`src/rtl/ahb_mst.sv`:
```
// rtl/ahb_mst.sv - AHB-Lite initiator issuing SINGLE and INCR4 transfers from simple commands.
// Define AHB_MST_ERR_EN to abort commands on an ERROR response.
module ahb_mst #(
    parameter int ADDR_W = 32
) (
    input  logic              hclk_i,
    input  logic              hreset_n,
    input  logic              cmd_valid_i,
    output logic              cmd_ready_o,
    input  logic              cmd_write_i,
    input  logic [ADDR_W-1:0] cmd_addr_i,
    input  logic [2:0]        cmd_size_i,
    input  logic              cmd_incr4_i,
    input  logic [127:0]      cmd_wdata_i,
    output logic [31:0]       rdata_o,
    output logic              rdata_valid_o,
    output logic              done_o,
    output logic              err_o,
    output logic              hsel_o,
    output logic [ADDR_W-1:0] haddr_o,
    output logic [1:0]        htrans_o,
    output logic              hwrite_o,
    output logic [2:0]        hsize_o,
    output logic [2:0]        hburst_o,
    output logic [31:0]       hwdata_o,
    input  logic              hready_i,
    input  logic [31:0]       hrdata_i,
    input  logic [1:0]        hresp_i
);

    typedef enum logic [1:0] {S_IDLE, S_ADDR, S_LAST, S_DONE} state_t;

    state_t            state, state_nxt;
    logic              started;
    logic              cmd_write, cmd_incr4;
    logic [2:0]        cmd_size;
    logic [127:0]      cmd_wdata;
    logic [ADDR_W-1:0] addr_q, start_addr;
    logic [1:0]        beat_q;
    logic              dph_valid, dph_write;
    logic [31:0]       hwdata_q, rdata_q;
    logic              rvalid_q;
    logic              accept, addr_done, dph_done, err_hit, resp_ok;

    assign accept    = (state == S_IDLE) && cmd_valid_i && started;
    assign addr_done = (state == S_ADDR) && hready_i;
    assign dph_done  = dph_valid && hready_i;

`ifdef AHB_MST_ERR_EN
    logic err_q;

    // First cycle of the two-cycle ERROR response; the FSM drops to IDLE on the bus next cycle
    assign err_hit = dph_valid && !hready_i && (hresp_i == 2'b01);
    assign resp_ok = (hresp_i != 2'b01) && !err_q;
    assign err_o   = done_o && err_q;

    always_ff @(posedge hclk_i or negedge hreset_n) begin
        if (!hreset_n) begin
            err_q <= 1'b0;
        end else if (accept) begin
            err_q <= 1'b0;
        end else if (err_hit) begin
            err_q <= 1'b1;
        end
    end
`else
    logic unused_resp;

    assign unused_resp = ^hresp_i;
    assign err_hit     = 1'b0;
    assign resp_ok     = 1'b1;
    assign err_o       = 1'b0;
`endif

    always_comb begin
        start_addr = cmd_addr_i;
        if (cmd_incr4_i) begin
            start_addr[3:0] = 4'h0;
        end else if (cmd_size_i == 3'b001) begin
            start_addr[0] = 1'b0;
        end else if (cmd_size_i == 3'b010) begin
            start_addr[1:0] = 2'b00;
        end
    end

    always_comb begin
        state_nxt   = state;
        cmd_ready_o = 1'b0;
        htrans_o    = 2'b00;
        done_o      = 1'b0;
        case (state)
            S_IDLE: begin
                cmd_ready_o = started;
                if (cmd_valid_i && started) state_nxt = S_ADDR;
            end
            S_ADDR: begin
                htrans_o = (beat_q == 2'd0) ? 2'b10 : 2'b11;
                if (err_hit) begin
                    state_nxt = S_LAST;
                end else if (hready_i && (!cmd_incr4 || beat_q == 2'd3)) begin
                    state_nxt = S_LAST;
                end
            end
            S_LAST: begin
                if (hready_i) state_nxt = S_DONE;
            end
            S_DONE: begin
                done_o    = 1'b1;
                state_nxt = S_IDLE;
            end
            default: state_nxt = S_IDLE;
        endcase
    end

    always_ff @(posedge hclk_i or negedge hreset_n) begin
        if (!hreset_n) begin
            state     <= S_IDLE;
            started   <= 1'b0;
            cmd_write <= 1'b0;
            cmd_incr4 <= 1'b0;
            cmd_size  <= 3'b000;
            cmd_wdata <= '0;
            addr_q    <= '0;
            beat_q    <= 2'd0;
            dph_valid <= 1'b0;
            dph_write <= 1'b0;
            hwdata_q  <= '0;
            rdata_q   <= '0;
            rvalid_q  <= 1'b0;
        end else begin
            state    <= state_nxt;
            started  <= 1'b1;
            rvalid_q <= 1'b0;
            if (accept) begin
                cmd_write <= cmd_write_i;
                cmd_incr4 <= cmd_incr4_i;
                cmd_size  <= cmd_incr4_i ? 3'b010 : cmd_size_i;
                cmd_wdata <= cmd_wdata_i;
                addr_q    <= start_addr;
                beat_q    <= 2'd0;
            end
            // Address phase of beat n completes: its data phase starts and beat n+1 is presented
            if (addr_done) begin
                beat_q    <= beat_q + 2'd1;
                dph_valid <= 1'b1;
                dph_write <= cmd_write;
                hwdata_q  <= cmd_write ? cmd_wdata[{beat_q, 5'b00000} +: 32] : 32'h0;
                if (cmd_incr4 && beat_q != 2'd3) begin
                    addr_q <= addr_q + ADDR_W'(4);
                end
            end else if (dph_done) begin
                dph_valid <= 1'b0;
            end
            if (dph_done && !dph_write && resp_ok) begin
                rdata_q  <= hrdata_i;
                rvalid_q <= 1'b1;
            end
        end
    end

    assign hsel_o        = htrans_o[1];
    assign haddr_o       = addr_q;
    assign hwrite_o      = cmd_write;
    assign hsize_o       = cmd_size;
    assign hburst_o      = cmd_incr4 ? 3'b011 : 3'b000;
    assign hwdata_o      = hwdata_q;
    assign rdata_o       = rdata_q;
    assign rdata_valid_o = rvalid_q;

endmodule

```
`config.mk`:
```
export PLATFORM = sky130hd
export DESIGN_NAME = ahb_mst
export DESIGN_NICKNAME = d
export VERILOG_FILES = /design/src/rtl/ahb_mst.sv
export SDC_FILE = /design/constraint.sdc
export NUM_CORES = 1
export LEC_CHECK = 0
export ABC_AREA = 1
export BUFFER_PORTS_ARGS = -buffer_cell sky130_fd_sc_hd__buf_2
export CAP_MARGIN = 40
export CORE_MARGIN = 3
export CORE_UTILIZATION = 53
export CTS_BUF_LIST = sky130_fd_sc_hd__clkbuf_8 sky130_fd_sc_hd__clkbuf_16
export DETAILED_ROUTE_END_ITERATION = 10
export GPL_ROUTABILITY_DRIVEN = 0
export GPL_TIMING_DRIVEN = 0
export PLACE_DENSITY_LB_ADDON = 0.1
export SYNTH_ARGS = -nofsm -noshare
export SYNTH_HDL_FRONTEND = slang
export SYNTH_SLANG_ARGS = --single-unit
```
`constraint.sdc`:
```
create_clock -name hclk_i -period 1.85 [get_ports hclk_i]
set_input_delay 0.555 -clock hclk_i [delete_from_list [all_inputs] [get_ports hclk_i]]
set_output_delay 0.555 -clock hclk_i [all_outputs]
set_load 0.005 [all_outputs]
```
Word level (Yosys, flattened, before mapping) --
Cells that the tools add are included.
Operators by class: add/sub/neg operators 2, $mul 0, divide/modulo/power cells 0, order comparisons 0, equality and inequality tests 10, shifts and indexed selects 1, mux-type cells 24, bitwise operators 0, reductions and logical operators 16
Operators with widths (number):
- two-way mux 32 bit | 4
- indexed part select 128 x 8 -> 32 bit | 1
- adder 32 x 3 -> 32 bit (second input constant) | 1
- two-way mux 2 bit | 10
- logical AND 1 bit | 8
- two-way mux 1 bit | 8
- case mux 2 bit (4 select lines) | 1
- equality test 2 bit (second input constant) | 3
- zero test 2 bit | 2
- != test 2 x 1 -> 1 bit (second input constant) | 2
- != test 2 bit (second input constant) | 2
- nonzero test 2 bit | 2
- equality test 3 x 1 -> 1 bit (second input constant) | 1
- equality test 3 x 2 -> 1 bit (second input constant) | 1
- two-way mux 3 bit | 1
- AND reduction 3 bit | 1
- adder 2 x 1 -> 2 bit (second input constant) | 1
- equality test 2 x 1 -> 1 bit (second input constant) | 1
- zero test 1 bit | 2
- logical OR 1 bit | 1
Word-level totals: flip-flop bits (word level) 237, latch bits 0, RAM bits 0, ROM bits 0, input bits 203, output and inout bits 110, word-level logic and storage cells 66, memories 0

Depth between registers and ports, before layout --
Gate-level depths: netlist of run 1.
depth in word-level cells 7, mapped depth 11, depth with buffers taken out 10

Least setup slack after synthesis of run 1 --
OpenSTA, ideal clock, no wires.
path kind register to output, from reg beat_q[0], to out htrans_o[0], arrival 1.163 ns, required time 1.295 ns, path slack 0.132 ns, stages on the path, launching flop included 7, buffers on the path 3, path through dfrtp_1 buf_2 inv_2 buf_4 buf_4 ha_1 nor2_1
On the way: cells in the longest elaborated chain, start to end 3
Ends and longest elaborated chain:
- start, declared | RTL line 39 | logic [1:0] beat_q;
- start signal, assigned | RTL line 144 | beat_q <= beat_q + 2'd1;
- zero test 2 bit | RTL line 97 | htrans_o = (beat_q == 2'd0) ? 2'b10 : 2'b11;
- two-way mux 1 bit | RTL line 97
- two-way mux 2 bit | RTL line 91 | case (state)
- end, declared | RTL line 21 | output logic [1:0] htrans_o,
No other way between the ends.

Final worst setup path of run 1 --
Ends and elaborated chain as after synthesis.

==> impl_metrics.env, run 1 <==
export IMPL_synth_mux_area_frac=0.000892
export IMPL_setup_violations=5
export IMPL_peakVddDrop_mv=0.909
export IMPL_wl_per_cell_um=16.9
export IMPL_synth_compound_area_frac=0.0845
export IMPL_drt_iter0_markers=817
export IMPL_maxCapViolCount=0
export IMPL_crit_path_max_fanout=5
export IMPL_via_per_inst=5.27
export IMPL_synthXorXnorAreaFrac=0.00156
export IMPL_fill_cells=1730
export IMPL_syn_area_um2=11200
export IMPL_slowest_delay_ns=0.38
export IMPL_tritoncts="yes"
export IMPL_crit_arrival_ns=1.46
export IMPL_async_flop_share=1.00
export IMPL_max_freq_mhz=497
export IMPL_r2r_slack_ns=0.07
export IMPL_r2r_start="beat_q[0]$_DFFE_PN0P_"
export IMPL_seq_area_frac_synth=0.529
export IMPL_clkLatencyLatePin_ns=0.53
export IMPL_drtPass1Iterations=5
export IMPL_grt_overflow_total=0
export IMPL_crit_slowest_cell="dfrtp_1"
export IMPL_die_h_um=151
export IMPL_reg2reg_depth=11
export IMPL_grt_max_degree=114
export IMPL_grt_pass1_wl_um=53500
export IMPL_synth_cells=1454
export IMPL_cp_required_ns=1.29
export IMPL_route_detailed_drc=0
export IMPL_clk_path_buf_depth=3
export IMPL_grt_usage=0.296
export IMPL_finalWirelength_um=35300
export IMPL_outcome="complete, but fails checks"
export IMPL_p_leak_nw=7.95
export IMPL_root_buffer="clkbuf_16"
export IMPL_layout_commonest_cell="nand2_1"
export IMPL_via_count=11027
export IMPL_ys_ff_latch=237
export IMPL_critical_path_cell_chain="buf_6 > inv_6 > ha_4 > nor2_2 > buf_2"
export IMPL_tns_ns=-0.648
export IMPL_diodes=0
export IMPL_synthFlopType="dfrtp_1"
export IMPL_synth_distinct_cells=34
export IMPL_fin_crit_sh=1.09
export IMPL_final_cell_mix="nand2_1, buf_2, dfrtp_1"
export IMPL_r2r_end="haddr_o[27]$_DFF_PN0_"
export IMPL_synth_edf_count=0
export IMPL_fin_ws_ns=-0.163
export IMPL_dieArea_um2=22900
export IMPL_power_mw=23.5
export IMPL_die_w_um=151
export IMPL_yosys_area_share_simple=0.318
export IMPL_holdWs_ns=-0.0709
export IMPL_critical_path_class="reg2out"
export IMPL_grt_pass1_vias=10323
export IMPL_synth_fa_ha_area_frac=0.00781
export IMPL_areaGrowthSynthToFinish_pct=27.5
export IMPL_cp_start_kind="flip-flop"
export IMPL_min_path_type="in2async"
export IMPL_drive_gt1_frac=0.254
export IMPL_post_route_util=0.698
export IMPL_violations="negative hold slack, negative setup slack"
export IMPL_critPathCaptureType="primary output"
export IMPL_htreeDepth=1
export IMPL_period_minus_slack_ns=2.01
export IMPL_cts_sinks=237
export IMPL_rows=52
export IMPL_postSynthAreaPerCell_um2=7.72
export IMPL_tightestPinTransition_ns=0.594
export IMPL_ant_nets=0
export IMPL_io_buffers=308
export IMPL_post_dp_hpwl_um=25400
export IMPL_final_nets=2016
export IMPL_synth_top_family_by_area="simple AND/OR/NAND/NOR gates"
export IMPL_initial_core_util=0.547
export IMPL_cts_buffers=26
export IMPL_fin_skew_ns=0.0244
export IMPL_place_ws_ns=-0.166
export IMPL_ios=313
export IMPL_rsz0062_at_grt="yes"
export IMPL_antenna_found_initial=7
export IMPL_clk_pin_slew_ns=0.06
export IMPL_hold_viol_final=51
export IMPL_synth_warnings=0
export IMPL_power_density_nw_per_um2=1640
export IMPL_core_area_um2=20500
export IMPL_slew_viol_final=0
export IMPL_relSlewSlack=0.604
==> worst max-delay path by stage <==
stage / to / slack (ns) / startpoint / depth (start not counted)
2_1_floorplan: htrans_o[0] / 0.13 / beat_q[0]$_DFFE_PN0P_ / 6
3_3_place_gp: cmd_wdata[11]$_DFFE_PN0P_ / -3.96 / hreset_n / 1
3_5_place_dp: htrans_o[0] / -0.17 / beat_q[0]$_DFFE_PN0P_ / 7
4_1_cts: htrans_o[0] / -0.24 / beat_q[0]$_DFFE_PN0P_ / 6
5_1_grt: htrans_o[0] / -0.22 / state[1]$_DFFE_PN0P_ / 5
6_report: htrans_o[0] / -0.16 / beat_q[0]$_DFFE_PN0P_ / 5
==> synth_stat cells (all sizes together), types with 7 or more instances <==
library cell | instances | share of area
ha | 7 | 0.0078
dfrtp | 237 | 0.53
nor2 | 119 | 0.048
o21ai | 110 | 0.049
inv | 66 | 0.023
o22ai | 32 | 0.018
a21oi | 20 | 0.0089
o211ai | 9 | 0.0060
buf | 50 | 0.025
nand2 | 683 | 0.23
clkbuf | 31 | 0.010
nand3 | 72 | 0.032
==> critical path, delay by kind of cell (launching register included) <==
family,cells,cell delay [ns]
adder cells (fa/ha/maj),1,0.15
buffers and inverters,3,0.31
flip-flops,1,0.38
AND/OR/NAND/NOR,1,0.08
==> state kept, by name (all words and copies together), names as in the netlist <==
| name | count |
|---|---|
| dph_write | 1 |
| rdata_o | 32 |
| rdata_valid_o | 1 |
| haddr_o | 32 |
| cmd_incr4 | 1 |
| cmd_wdata | 128 |
| hsize_o | 3 |
| started | 1 |
| dph_valid | 1 |
| hwrite_o | 1 |
| beat_q | 2 |
| hwdata_o | 32 |
| state | 2 |
==> cell type report <==
class	count	area, um2	area share
Clock buffer	33	758	0.0530
Clock inverter	10	110	0.00770
Tap cell	270	338	0.0236
Multi-Input combinational cell	1069	4730	0.331
Inverter	68	270	0.0189
Sequential cell	237	5930	0.415
Timing Repair Buffer	326	1750	0.122
Buffer	78	415	0.0290
==> power by group <==
part / switching [mW] / internal [mW]
Sequential: 1.70 / 7.51
Combinational: 5.38 / 3.60
Clock: 2.11 / 3.15
==> kinds of logic after synthesis <==
| family | after synthesis |
|---|---|
| other | 2 |
| buffers and inverters | 149 |
| muxes | 1 |
| DFF | 237 |
| and+or+nand+nor | 881 |
| adders and majority gates | 7 |
| xor gates and xnor gates | 2 |
| AOI/OAI and AO/OA | 175 |
==> repair_timing <==
action	CTS	global route
hold endpoints to repair	61	10
gates resized for setup	34	31
setup buffers	12	3
endpoints found under the setup margin	87	84
pin swaps	5	5
==> layer usage <==
metal | global-route usage | vias up | wire length, um
li1 | - | 5299 | -
met1 | 0.396 | 5148 | 14300
met2 | 0.488 | 483 | 16600
met3 | 0.0613 | 83 | 3210
met4 | 0.0943 | 14 | 1110
met5 | 0 | - | 82
==> stage by stage <==
stage	area [um2]	hold slack, ns	cells
6_report	14300	-0.0709	2091
5_1_grt	14300	-0.0368	2091
4_1_cts	14200	-0.0423	2089
2_1_floorplan	11200	0.259	1455
3_3_place_gp	13100	0.448	2033
3_5_place_dp	13200	0.453	2035
No activity file was read; power rests on OpenSTA's default activity.
==> run 2, diff against run 1 <==
--- a/config.mk
+++ b/config.mk
@@ -6,14 +6,15 @@
 export NUM_CORES = 1
 export LEC_CHECK = 0
 export ABC_AREA = 1
-export BUFFER_PORTS_ARGS = -buffer_cell sky130_fd_sc_hd__buf_2
 export CAP_MARGIN = 40
 export CORE_MARGIN = 3
-export CORE_UTILIZATION = 53
+export CORE_UTILIZATION = 69
 export CTS_BUF_LIST = sky130_fd_sc_hd__clkbuf_8 sky130_fd_sc_hd__clkbuf_16
 export DETAILED_ROUTE_END_ITERATION = 10
+export DONT_BUFFER_PORTS = 1
 export GPL_ROUTABILITY_DRIVEN = 0
 export GPL_TIMING_DRIVEN = 0
+export HOLD_SLACK_MARGIN = 0.1
 export PLACE_DENSITY_LB_ADDON = 0.1
 export SYNTH_ARGS = -nofsm -noshare
 export SYNTH_HDL_FRONTEND = slang
==> constraint.sdc (replaced) <==
create_clock -name hclk_i -period 2.5 [get_ports hclk_i]
set_input_delay 0.75 -clock hclk_i [delete_from_list [all_inputs] [get_ports hclk_i]]
set_output_delay 0.75 -clock hclk_i [all_outputs]
set_load 0.005 [all_outputs]
==> impl_metrics.env, run 2 (synthesis gave the netlist of run 1 again) <==
export IMPL_final_cell_mix="nand2_1, dfrtp_1, nor2_1"
export IMPL_die_w_um=134
export IMPL_grt_max_degree=238
export IMPL_max_freq_mhz=412
export IMPL_tightestPinTransition_ns=0.684
export IMPL_grt_overflow_total=0
export IMPL_fill_cells=1074
export IMPL_p_leak_nw=6.54
export IMPL_grt_pass1_vias=9851
export IMPL_cts_buffers=25
export IMPL_core_area_um2=15500
export IMPL_maxCapViolCount=0
export IMPL_critical_path_cell_chain="clkinvlp_4 > ha_1 > nor2_2"
export IMPL_critical_path_class="reg2out"
export IMPL_fin_crit_sh=0.972
export IMPL_power_density_nw_per_um2=1280
export IMPL_diodes=0
export IMPL_slowest_delay_ns=0.54
export IMPL_hold_viol_final=52
export IMPL_r2r_start="state[1]$_DFFE_PN0P_"
export IMPL_critical_path_startpoint="beat_q[1]$_DFFE_PN0P_"
export IMPL_violations="negative hold slack"
export IMPL_antenna_found_initial=1
export IMPL_root_buffer="clkbuf_16"
export IMPL_post_dp_hpwl_um=23300
export IMPL_regMostFlops="cmd_wdata"
export IMPL_crit_arrival_ns=1.68
export IMPL_min_path_type="in2async"
export IMPL_ant_nets=0
export IMPL_reg2reg_depth=7
export IMPL_grt_usage=0.358
export IMPL_r2r_slack_ns=0.53
export IMPL_drive_gt1_frac=0.0759
export IMPL_clk_path_buf_depth=3
export IMPL_layout_commonest_cell="nand2_1"
export IMPL_power_share_clock=0.220
export IMPL_dieArea_um2=17800
export IMPL_outcome="complete, but fails checks"
export IMPL_setup_violations=0
export IMPL_route_detailed_drc=0
export IMPL_initial_core_util=0.722
export IMPL_crit_path_max_fanout=7
export IMPL_cp_required_ns=1.75
export IMPL_tns_ns=0
export IMPL_ios=313
export IMPL_cp_start_kind="flip-flop"
export IMPL_combPwrFrac=0.332
export IMPL_internal_power_mw=9.40
export IMPL_period_minus_slack_ns=2.43
export IMPL_via_per_inst=5.87
export IMPL_cts_sinks=237
export IMPL_path_delay_family="flip-flops"
export IMPL_fin_skew_ns=0.0149
export IMPL_p_sw_frac=0.403
export IMPL_r2r_end="hwdata_o[19]$_DFFE_PN0P_"
export IMPL_fin_ws_ns=0.0706
export IMPL_clk_pin_slew_ns=0.06
export IMPL_place_ws_ns=0.295
export IMPL_rows=45
export IMPL_largest_reg_flops=128
export IMPL_io_buffers=0
export IMPL_p_sw_mw=6.34
export IMPL_slew_viol_final=0
export IMPL_wl_per_cell_um=18.8
export IMPL_tritoncts="yes"
export IMPL_drtPass1Iterations=5
export IMPL_htreeDepth=1
export IMPL_critPathCaptureType="primary output"
export IMPL_rsz0062_at_grt="no"
export IMPL_peakVddDrop_mv=0.816
export IMPL_grt_pass1_wl_um=50900
export IMPL_final_nets=1694
export IMPL_via_count=10060
export IMPL_areaGrowthSynthToFinish_pct=9.49
export IMPL_clkLatencyLatePin_ns=0.53
export IMPL_crit_buf_inv=1
export IMPL_finalWirelength_um=32300
export IMPL_crit_slowest_cell="dfrtp_1"
export IMPL_holdWs_ns=-0.0776
export IMPL_drt_iter0_markers=814
export IMPL_die_h_um=134
export IMPL_seqPwrFrac=0.449
export IMPL_relSlewSlack=0.544
## run 2: cell count changes in the layout (fill, tap and decap cells not counted), sizes merged
| cell | change |
|---|---|
| clkbuf | -10 |
| clkinvlp | -2 |
| buf | -313 |
| dlygate4sd3 | -1 |
| bufinv | -2 |
| clkinv | +3 |
| inv | +6 |
## run 2: worst max path at each step
stage / endpoint / slack, ns / depth (start not counted)
floorplan: htrans_o[0] / 0.59 / 6
global placement: htrans_o[0] / 0.28 / 6
detailed placement: htrans_o[0] / 0.30 / 6
CTS: htrans_o[0] / 0.01 / 3
global route: htrans_o[0] / 0.005 / 3
finish: htrans_o[0] / 0.07 / 3
## run 2: what timing repair did
action	CTS	global route
hold endpoints to repair	237	237
pin swaps	1	0
setup endpoints to repair	1	1
resized for setup	3	1
setup buffers	2	2
## run 2: layer usage
| layer | GRT usage | vias to the layer above | wire [um] |
|---|---|---|---|
| met5 | 0 | - | 13 |
| met4 | 0.163 | 2 | 1620 |
| met3 | 0.119 | 109 | 3660 |
| met2 | 0.592 | 545 | 15500 |
| met1 | 0.429 | 4762 | 11500 |
| li1 | - | 4642 | - |
## run 2: through the flow
stage	hold WS [ns]	power, mW	area (um2)	utilization	std cells
global route	-0.0851	16.8	12300	0.790	1713
global placement	0.456	11.8	11500	0.739	1666
floorplan	0.444	10.5	11200	-	1455
CTS	-0.0830	15.6	12300	0.789	1711
finish	-0.0776	15.7	12300	0.790	1713
detailed placement	0.460	12.1	11500	0.739	1666
## run 2: worst register-to-register path, cell delays in order, from the launching register on
cell and delay [ns]:
dfrtp_1 0.40, inv_1 0.10, ha_1 0.27, nand2_2 0.21
inv_4 0.18, clkbuf_1 0.46, nand3_1 0.19, nand2_1 0.09
## run 2: cell type report
class | instances | area (um2) | area share
sequential | 237 | 5930 | 0.483
tap | 211 | 264 | 0.0215
inverter | 68 | 264 | 0.0215
clock inverter | 15 | 71.3 | 0.00581
clock buffer | 30 | 694 | 0.0565
buffer | 79 | 389 | 0.0317
multi-input combinational | 1069 | 4640 | 0.378
timing repair buffer | 4 | 30.0 | 0.00244
## run 2: power groups by stage
stage | sequential, mW | combinational, mW | clock [mW]
after floorplan | 6.55 | 3.95 | 0
after global placement | 6.99 | 4.81 | 0
after detailed placement | 7.03 | 5.04 | 0
after CTS | 7.01 | 5.14 | 3.47
after global routing | 7.22 | 5.96 | 3.62
final | 7.06 | 5.22 | 3.45
